`src/rtl/tdm_pkg.sv`:
```
// Shared types and constants for the two-channel TDM pair receiver.
// seg_encode maps a channel value onto the board's 7-segment image.
package tdm_pkg;

   typedef enum logic [0:0] {
      IDLE  = 1'b0,
      GOT_A = 1'b1
   } state_t;

   localparam logic [7:0] APAGADO = 8'b0000_0000;
   localparam logic [7:0] NUM_0   = 8'b0011_1111;
   localparam logic [7:0] NUM_1   = 8'b0000_0110;
   localparam logic [7:0] NUM_2   = 8'b0101_1011;
   localparam logic [7:0] NUM_3   = 8'b0100_1111;

   localparam logic SEL_A = 1'b0;
   localparam logic SEL_B = 1'b1;

   function automatic logic [7:0] seg_encode(input logic [31:0] value);
      case (value)
         32'd0:   return NUM_0;
         32'd1:   return NUM_1;
         32'd2:   return NUM_2;
         32'd3:   return NUM_3;
         default: return APAGADO;
      endcase
   endfunction

endpackage

```
`src/rtl/strobe_debouncer.sv`:
```
// Two-flop synchronizer and debouncer for the strobe switch.
// Emits a single-cycle pulse on each rising edge of the debounced level.
module strobe_debouncer #(
   parameter int unsigned DEBOUNCE_CYCLES = 4
) (
   input  logic clk_i,
   input  logic rst_n_i,
   input  logic strobe_i,
   output logic rise_o
);

   logic       sync1_q, sync2_q;
   logic       level_q, level_d;
   logic       level_prev_q;
   logic [7:0] cnt_q, cnt_d;

   // NOTE: sequential state uses non-blocking assignments so every flop samples pre-edge values.
   always_ff @(posedge clk_i) begin
      if (!rst_n_i) begin
         sync1_q      <= 1'b0;
         sync2_q      <= 1'b0;
         level_q      <= 1'b0;
         level_prev_q <= 1'b0;
         cnt_q        <= '0;
      end else begin
         sync1_q      <= strobe_i;
         sync2_q      <= sync1_q;
         level_q      <= level_d;
         level_prev_q <= level_q;
         cnt_q        <= cnt_d;
      end
   end

   // NOTE: every combinational output gets a default first, so no path can infer a latch.
   always_comb begin
      level_d = level_q;
      cnt_d   = '0;
      // The count must sit at DEBOUNCE_CYCLES for one cycle before the level flips.
      if (sync2_q != level_q) begin
         if (cnt_q == 8'(DEBOUNCE_CYCLES)) begin
            level_d = ~level_q;
         end else begin
            cnt_d = cnt_q + 8'd1;
         end
      end
   end

   assign rise_o = level_q & ~level_prev_q;

endmodule

```
`src/rtl/tdm_pair_receiver.sv`:
```
// Receiver for the A/B time-multiplexed link: pairs A then B into a frame.
// Define TDM_SEG_DISPLAY_EN to build the registered 7-segment image of info_a.
module tdm_pair_receiver
   import tdm_pkg::*;
#(
   parameter int unsigned NBITS_DATA      = 2,
   parameter int unsigned DEBOUNCE_CYCLES = 4,
   parameter int unsigned NBITS_CNT       = 8
) (
   input  logic                  clk_2,
   input  logic                  reset_n,
   input  logic [NBITS_DATA-1:0] data_in,
   input  logic                  sel_in,
   input  logic                  strobe_in,
   output logic [NBITS_DATA-1:0] info_a,
   output logic [NBITS_DATA-1:0] info_b,
   output logic                  frame_valid,
   output logic                  frame_error,
   output logic                  busy,
   output logic [NBITS_CNT-1:0]  frame_count,
   output logic [NBITS_CNT-1:0]  err_count,
   output logic [7:0]            seg
);

   logic [NBITS_DATA-1:0] data_s1_q, data_s2_q;
   logic                  sel_s1_q, sel_s2_q;
   logic                  event_w;

   state_t                state_q, state_d;
   logic [NBITS_DATA-1:0] hold_a_q, hold_a_d;
   logic [NBITS_DATA-1:0] info_a_q, info_a_d;
   logic [NBITS_DATA-1:0] info_b_q, info_b_d;
   logic                  valid_q, valid_d;
   logic                  error_q, error_d;
   logic [NBITS_CNT-1:0]  frame_cnt_q, frame_cnt_d;
   logic [NBITS_CNT-1:0]  err_cnt_q, err_cnt_d;

   strobe_debouncer #(
      .DEBOUNCE_CYCLES(DEBOUNCE_CYCLES)
   ) u_strobe_debouncer (
      .clk_i    (clk_2),
      .rst_n_i  (reset_n),
      .strobe_i (strobe_in),
      .rise_o   (event_w)
   );

   always_ff @(posedge clk_2) begin
      if (!reset_n) begin
         data_s1_q   <= '0;
         data_s2_q   <= '0;
         sel_s1_q    <= 1'b0;
         sel_s2_q    <= 1'b0;
         state_q     <= IDLE;
         hold_a_q    <= '0;
         info_a_q    <= '0;
         info_b_q    <= '0;
         valid_q     <= 1'b0;
         error_q     <= 1'b0;
         frame_cnt_q <= '0;
         err_cnt_q   <= '0;
      end else begin
         data_s1_q   <= data_in;
         data_s2_q   <= data_s1_q;
         sel_s1_q    <= sel_in;
         sel_s2_q    <= sel_s1_q;
         state_q     <= state_d;
         hold_a_q    <= hold_a_d;
         info_a_q    <= info_a_d;
         info_b_q    <= info_b_d;
         valid_q     <= valid_d;
         error_q     <= error_d;
         frame_cnt_q <= frame_cnt_d;
         err_cnt_q   <= err_cnt_d;
      end
   end

   always_comb begin
      state_d     = state_q;
      hold_a_d    = hold_a_q;
      info_a_d    = info_a_q;
      info_b_d    = info_b_q;
      valid_d     = 1'b0;
      error_d     = 1'b0;
      frame_cnt_d = frame_cnt_q;
      err_cnt_d   = err_cnt_q;
      if (event_w) begin
         case (state_q)
            IDLE: begin
               if (sel_s2_q == SEL_A) begin
                  hold_a_d = data_s2_q;
                  state_d  = GOT_A;
               end else begin
                  error_d = 1'b1;
               end
            end
            GOT_A: begin
               if (sel_s2_q == SEL_B) begin
                  info_a_d    = hold_a_q;
                  info_b_d    = data_s2_q;
                  valid_d     = 1'b1;
                  frame_cnt_d = frame_cnt_q + NBITS_CNT'(1);
                  state_d     = IDLE;
               end else begin
                  // A newer A replaces the held one; the overwrite is still a violation.
                  hold_a_d = data_s2_q;
                  error_d  = 1'b1;
               end
            end
            default: state_d = IDLE;
         endcase
      end
      if (error_d && (err_cnt_q != '1)) begin
         err_cnt_d = err_cnt_q + NBITS_CNT'(1);
      end
   end

`ifdef TDM_SEG_DISPLAY_EN
   logic [7:0] seg_q, seg_d;

   // Kept separate from info_a so the display stays blank until the first frame.
   always_comb begin
      seg_d = seg_q;
      if (valid_d) begin
         seg_d = seg_encode(32'(info_a_d));
      end
   end

   always_ff @(posedge clk_2) begin
      if (!reset_n) begin
         seg_q <= APAGADO;
      end else begin
         seg_q <= seg_d;
      end
   end

   assign seg = seg_q;
`else
   assign seg = APAGADO;
`endif

   assign info_a      = info_a_q;
   assign info_b      = info_b_q;
   assign frame_valid = valid_q;
   assign frame_error = error_q;
   assign busy        = (state_q == GOT_A);
   assign frame_count = frame_cnt_q;
   assign err_count   = err_cnt_q;

endmodule

```
`config.mk`:
```
export PLATFORM = sky130hd
export DESIGN_NAME = tdm_pair_receiver
export DESIGN_NICKNAME = d
export VERILOG_FILES = /design/src/rtl/tdm_pkg.sv /design/src/rtl/strobe_debouncer.sv /design/src/rtl/tdm_pair_receiver.sv
export SDC_FILE = /design/constraint.sdc
export NUM_CORES = 1
export LEC_CHECK = 0
export BUFFER_PORTS_ARGS = -buffer_cell sky130_fd_sc_hd__buf_2
export CORE_MARGIN = 2
export CORE_UTILIZATION = 30
export DETAILED_ROUTE_END_ITERATION = 8
export GPL_ROUTABILITY_DRIVEN = 0
export SLEW_MARGIN = 25
export SYNTH_ARGS = -nofsm -noshare
export SYNTH_HDL_FRONTEND = slang
export SYNTH_SLANG_ARGS = --single-unit
```
`constraint.sdc`:
```
create_clock -name clk_2 -period 1.9 [get_ports clk_2]
set_input_delay 0.19 -clock clk_2 [delete_from_list [all_inputs] [get_ports clk_2]]
set_output_delay 0.19 -clock clk_2 [all_outputs]
set_load 0.02 [all_outputs]
```
* Word level (Yosys, flattened, before mapping)
Cells that the tools add are included.
Word-level totals: input port bits 6, output and inout port bits 31, bits in registers 43, word-level logic and storage cells 41
Cells by class: multiplexer cells 5, reductions and logical operators 6, eq/ne operators 3, bitwise logic cells 7, add/subtract/negate cells 3
Operators by type and width (number):
- $add A8 B1 Y8 const B | 3
- $eq A8 B3 Y1 const B | 1
- $ne A8 B8 Y1 const B | 1
- $not A1 Y1 | 6
- $reduce_and A3 Y1 | 2
- $reduce_and A2 Y1 | 2
- $mux W1 | 3
- $reduce_or A3 Y1 | 1
- $mux W2 | 1
- $pmux W1 S2 | 1
- $and A1 B1 Y1 | 1
- $logic_and A1 B1 Y1 | 1
- $ne A1 B1 Y1 | 1

* Depth between registers and ports, before layout
depth in word-level cells 4, depth in mapped cells 6, depth with buffers taken out 5

* Cells and area by module
From an unflattened synthesis, not the netlist that was laid out.
Second synthesis, totals: cell total of the unflattened synthesis 194, area, all modules 1801.7 µm²
Modules (own cells, without submodules):
- tdm_pair_receiver | area an instance 1311.3 µm², cells each 142, seq. area each 620.6 µm², times used 1
- strobe_debouncer | area an instance 490.5 µm², cells each 52, seq. area each 240.2 µm², times used 1

* Least setup slack after synthesis
No wires, ideal clock.
kind reg2reg, start register state_q, in the netlist busy, end register frame_cnt_q[4], in the netlist frame_count[4], setup slack 403 ps, cell stages (with the launch flop) 7, arrival 1383 ps, cells stage by stage dfxtp_1 ha_1 and3b_1 buf_4 nand4_1 xnor2_1 and2_1
On the way: cells in the longest elaborated chain, start to end 1
RTL lines:
- start: declaration | line tdm_pair_receiver.sv:29 | state_t state_q, state_d;
- start signal: assignment | line tdm_pair_receiver.sv:66 | state_q <= state_d;
- $reduce_and A3 Y1 (no source line)
- end signal: assignment | line tdm_pair_receiver.sv:72 | frame_cnt_q <= frame_cnt_d;
- end: declaration | line tdm_pair_receiver.sv:35 | logic [NBITS_CNT-1:0] frame_cnt_q, frame_cnt_d;
Every way passes these cells. A chain may end at the register's enable or synchronous reset.

* Final worst setup path
start register sel_s2_q, end register frame_cnt_q[6], in the netlist frame_count[6]
On the way: cells in the longest elaborated chain, start to end 1
RTL lines:
- start: declaration | line tdm_pair_receiver.sv:26 | logic sel_s1_q, sel_s2_q;
- start signal: assignment | line tdm_pair_receiver.sv:65 | sel_s2_q <= sel_s1_q;
- $reduce_and A3 Y1 (no source line)
Every way passes these cells.

==> flow_summary_export.csv <==
group,metric,value,unit
outcome,status,"finished clean",
power_and_ir_drop,p_leak,0.000947,uW
cells_and_area,n_antenna_cell,0,
clock_tree,clockBufferDepth,2,
cells_and_area,fin_nets,235,
synthesis,synth_cells,196,
worst_setup_path,cp-endpoint,"frame_count[6]",
clock_tree,cts.sinks,43,
worst_setup_path,cp-end-kind,"flip-flop",
die,rows,28,
clock_tree,clk_latency,0.29,ns
worst_setup_path,r2r_cells,5,
cells_and_area,regArea,861,sq um
worst_setup_path,cp-start-kind,"flip-flop",
synthesis,synth_fa_ha_area_share,3.38,%
synthesis,synthesis.area,1850,sq um
detailed_routing,drc,0,
die,core_area,5960,sq um
synthesis,synth_cell_types,38,
clock_tree,cts-root-buf,"clkbuf_8",
sta,whs,0.0986,ns
global_routing,gr-total-overflow,0,
place,port_buffers,28,
global_routing,grt_usage,10.9,%
worst_setup_path,crit_start,"sel_s2_q",
clock_tree,htreeDepth,2,
synthesis,synth_top_family_by_area,"simple AND/OR/NAND/NOR gates",
global_routing,grt_pass1_wl,5610,microns
sta,fmax,672,MHz
die,initial_utilization,31.1,%
cells_and_area,fin_cells,300,
detailed_routing,ant_nets,0,
sta,clock_skew,0.00729,ns
clock_tree,cts_made_buffers,5,
worst_setup_path,timing.rr.end,"frame_count[6]",
detailed_routing,dr.first_iter.drc_count,65,
worst_setup_path,cp.arrival,1.68,ns
die,dieHeight,82.5,microns
die,io_pins,37,
place,placedCellCount,292,
synthesis,synthXorXnorAreaFrac,7.10,%
synthesis,post_synth_and_or_nand_nor_area_fraction,26.2,%
global_routing,grt_max_degree,37,
synthesis,synth_warnings,0,
global_routing,grt_pass1_vias,1246,
sta,min_period_over_period,78.3,%
power_and_ir_drop,p_per_area,750,nW/um^2
synthesis,synth-seq-cells,43,
synthesis,yosysSeqAreaShare,46.5,%
sta,finalSetupViolations,0,
detailed_routing,dr.pass1.iters,4,
sta,maxSlewViolCount,0,
sta,fin_tns_setup,0,ns
cells_and_area,nFillCells,641,
worst_setup_path,cp.required,2.10,ns
detailed_routing,wl_per_cell,11.0,microns
worst_setup_path,cp_max_fo,8,
clock_tree,cts_tree,"yes",
synthesis,syn_area_per_cell,9.44,sq um
sta,hold_violations,0,
place,hpwl,2340,microns
synthesis,muxShareOfSynthArea,0,%
synthesis,synth_compound_area_share,10.0,%
cells_and_area,drive_above_1_share,18.7,%
die,fp.dieW,82.5,microns
cells_and_area,multiInputGateArea,893,sq um
hold_path,hp-class,"in2reg",
worst_setup_path,crit_type,"reg2reg",
detailed_routing,vias,1361,
sta,rsz0062_at_grt,"no",
clock_tree,cts_setup_buffers,0,
clock_tree,holdBufCountCts,0,
sta,layout_min_cycle_time,1.49,ns
worst_setup_path,ff2ff_setup_slack,0.41,ns
detailed_routing,routed_wl,3300,microns
clock_tree,path_clk_slew,0.08,ns
power_and_ir_drop,ir_worst_vdd,235,uV
global_routing,antenna_found_initial,0,
clock_tree,cts_resized,0,
worst_setup_path,rr_startpoint,"sel_s2_q",
die,die-area,6810,sq um
detailed_routing,vias_per_cell,4.54,
job,maxCapViolCount,0,
cells_and_area,area_growth,14.1,%
## Yosys cell counts
library cell	count	share of area, %
nand3b_1	1	0.41
a21oi_1	4	1.1
xor2_1	9	4.3
a211oi_2	2	1.4
ha_1	5	3.4
clkbuf_1	3	0.61
nand3_1	11	3.0
a31oi_1	1	0.34
inv_1	4	0.81
buf_6	2	1.2
nor4_2	1	0.68
nand3b_4	1	1.1
and3_1	4	1.4
and4_4	1	0.61
and4b_1	1	0.54
a41o_1	1	0.54
xnor2_1	6	2.8
or3_1	1	0.34
o21ai_1	1	0.27
or2_1	1	0.34
a211oi_1	1	0.41
o21ai_0	6	1.6
buf_4	9	3.7
a21boi_0	8	3.2
nor2b_1	1	0.34
o221a_2	1	0.61
nand2_1	21	4.3
buf_2	1	0.27
conb_1	1	0.20
nand2b_1	1	0.34
nand4_1	6	2.0
nand4b_1	1	0.47
and2_1	19	6.4
and3b_1	2	0.95
nor2_1	11	2.2
dfxtp_1	43	47
o211a_1	1	0.54
nor3_1	3	0.81
## critical path, cell delays in order, from the launching register on
cell and delay [ns]:
dfxtp_1 0.39, ha_1 0.23, and3b_1 0.33, nand4_1 0.15, xnor2_1 0.15, and2_1 0.15
## cells in the final DEF, fill, tap and decap left out
cell type and instances:
and3b_1 2, clkbuf_1 1, a41o_1 1, o21ai_1 1, xor2_1 9, a21oi_1 4, ha_1 5, nand3_1 11
clkbuf_8 7, buf_4 1, and2_1 19, nand3b_4 1, a211oi_1 1, or2_1 1, buf_2 28, nor4_2 1
nand2_1 21, inv_1 4, a211oi_2 2, nand3b_1 1, nor3_1 3, nand4b_1 1, nand2b_1 1, nand4_1 6
a31oi_1 1, nor2b_1 1, o211a_1 1, a21boi_0 8, nor2_1 11, conb_1 8, and4b_1 1, or3_1 1
o21ai_0 6, and4_4 1, o221a_2 1, and3_1 4, xnor2_1 6, dfxtp_1 43
## metrics by stage
stage | power, uW | setup WS [ns] | util (%) | instance area (sq um)
floorplan | 980 | 0.403 | - | 1880
global placement | 976 | 0.477 | 33.8 | 2010
detailed placement | 977 | 0.403 | 33.8 | 2010
CTS | 1610 | 0.394 | 35.4 | 2110
global route | 1660 | 0.270 | 35.4 | 2110
finish | 1580 | 0.412 | 35.4 | 2110
## state kept, by name, summed over array words and instances, names as in the netlist
signal                           flops
data_s2_q                            2
info_a                               2
hold_a_q                             2
u_strobe_debouncer.cnt_q             8
frame_error                          1
u_strobe_debouncer.level_prev_q      1
info_b                               2
sel_s2_q                             1
frame_valid                          1
data_s1_q                            2
err_count                            8
frame_count                          8
u_strobe_debouncer.sync1_q           1
sel_s1_q                             1
u_strobe_debouncer.level_q           1
u_strobe_debouncer.sync2_q           1
busy                                 1
## layer usage
metal	GRT usage, %	share of wire [%]	vias up
met5	0	0	-
met2	16.5	46	25
met3	4.24	4.7	7
met4	5.57	1.9	0
met1	13.4	47	626
li1	-	-	703
## logic make-up after synthesis
| logic type | after synthesis |
|---|---|
| AND/OR/NAND/NOR | 87 |
| XOR/XNOR | 15 |
| adder cells (fa/ha/maj) | 5 |
| buffers and inverters | 19 |
| other | 1 |
| flip-flops | 43 |
| AO/OA/AOI/OAI | 26 |
## layout make-up
type                       instances  area share, %
clock buffer                       8           4.74
inverter                           4          0.711
multi-input combinational        141           42.3
sequential                        43           40.8
tap                               75           4.45
timing repair buffer              29           6.99
## worst min path at each step
stage	startpoint	slack, ns	end	cells after the start
2_1_floorplan	data_in[0]	0.32	data_s1_q[0]	1
3_3_place_gp	data_in[1]	0.40	data_s1_q[1]	2
3_5_place_dp	strobe_in	0.40	u_strobe_debouncer.sync1_q	2
4_1_cts	strobe_in	0.09	u_strobe_debouncer.sync1_q	2
5_1_grt	strobe_in	0.09	u_strobe_debouncer.sync1_q	2
6_report	strobe_in	0.1	u_strobe_debouncer.sync1_q	2
## where the power goes
part / switching, uW / internal [uW]
clock network: 297 / 332
registers: 4.18 / 909
logic: 28.8 / 12.9
total: 330 / 1250
No activity file was read; power rests on OpenSTA's default activity.
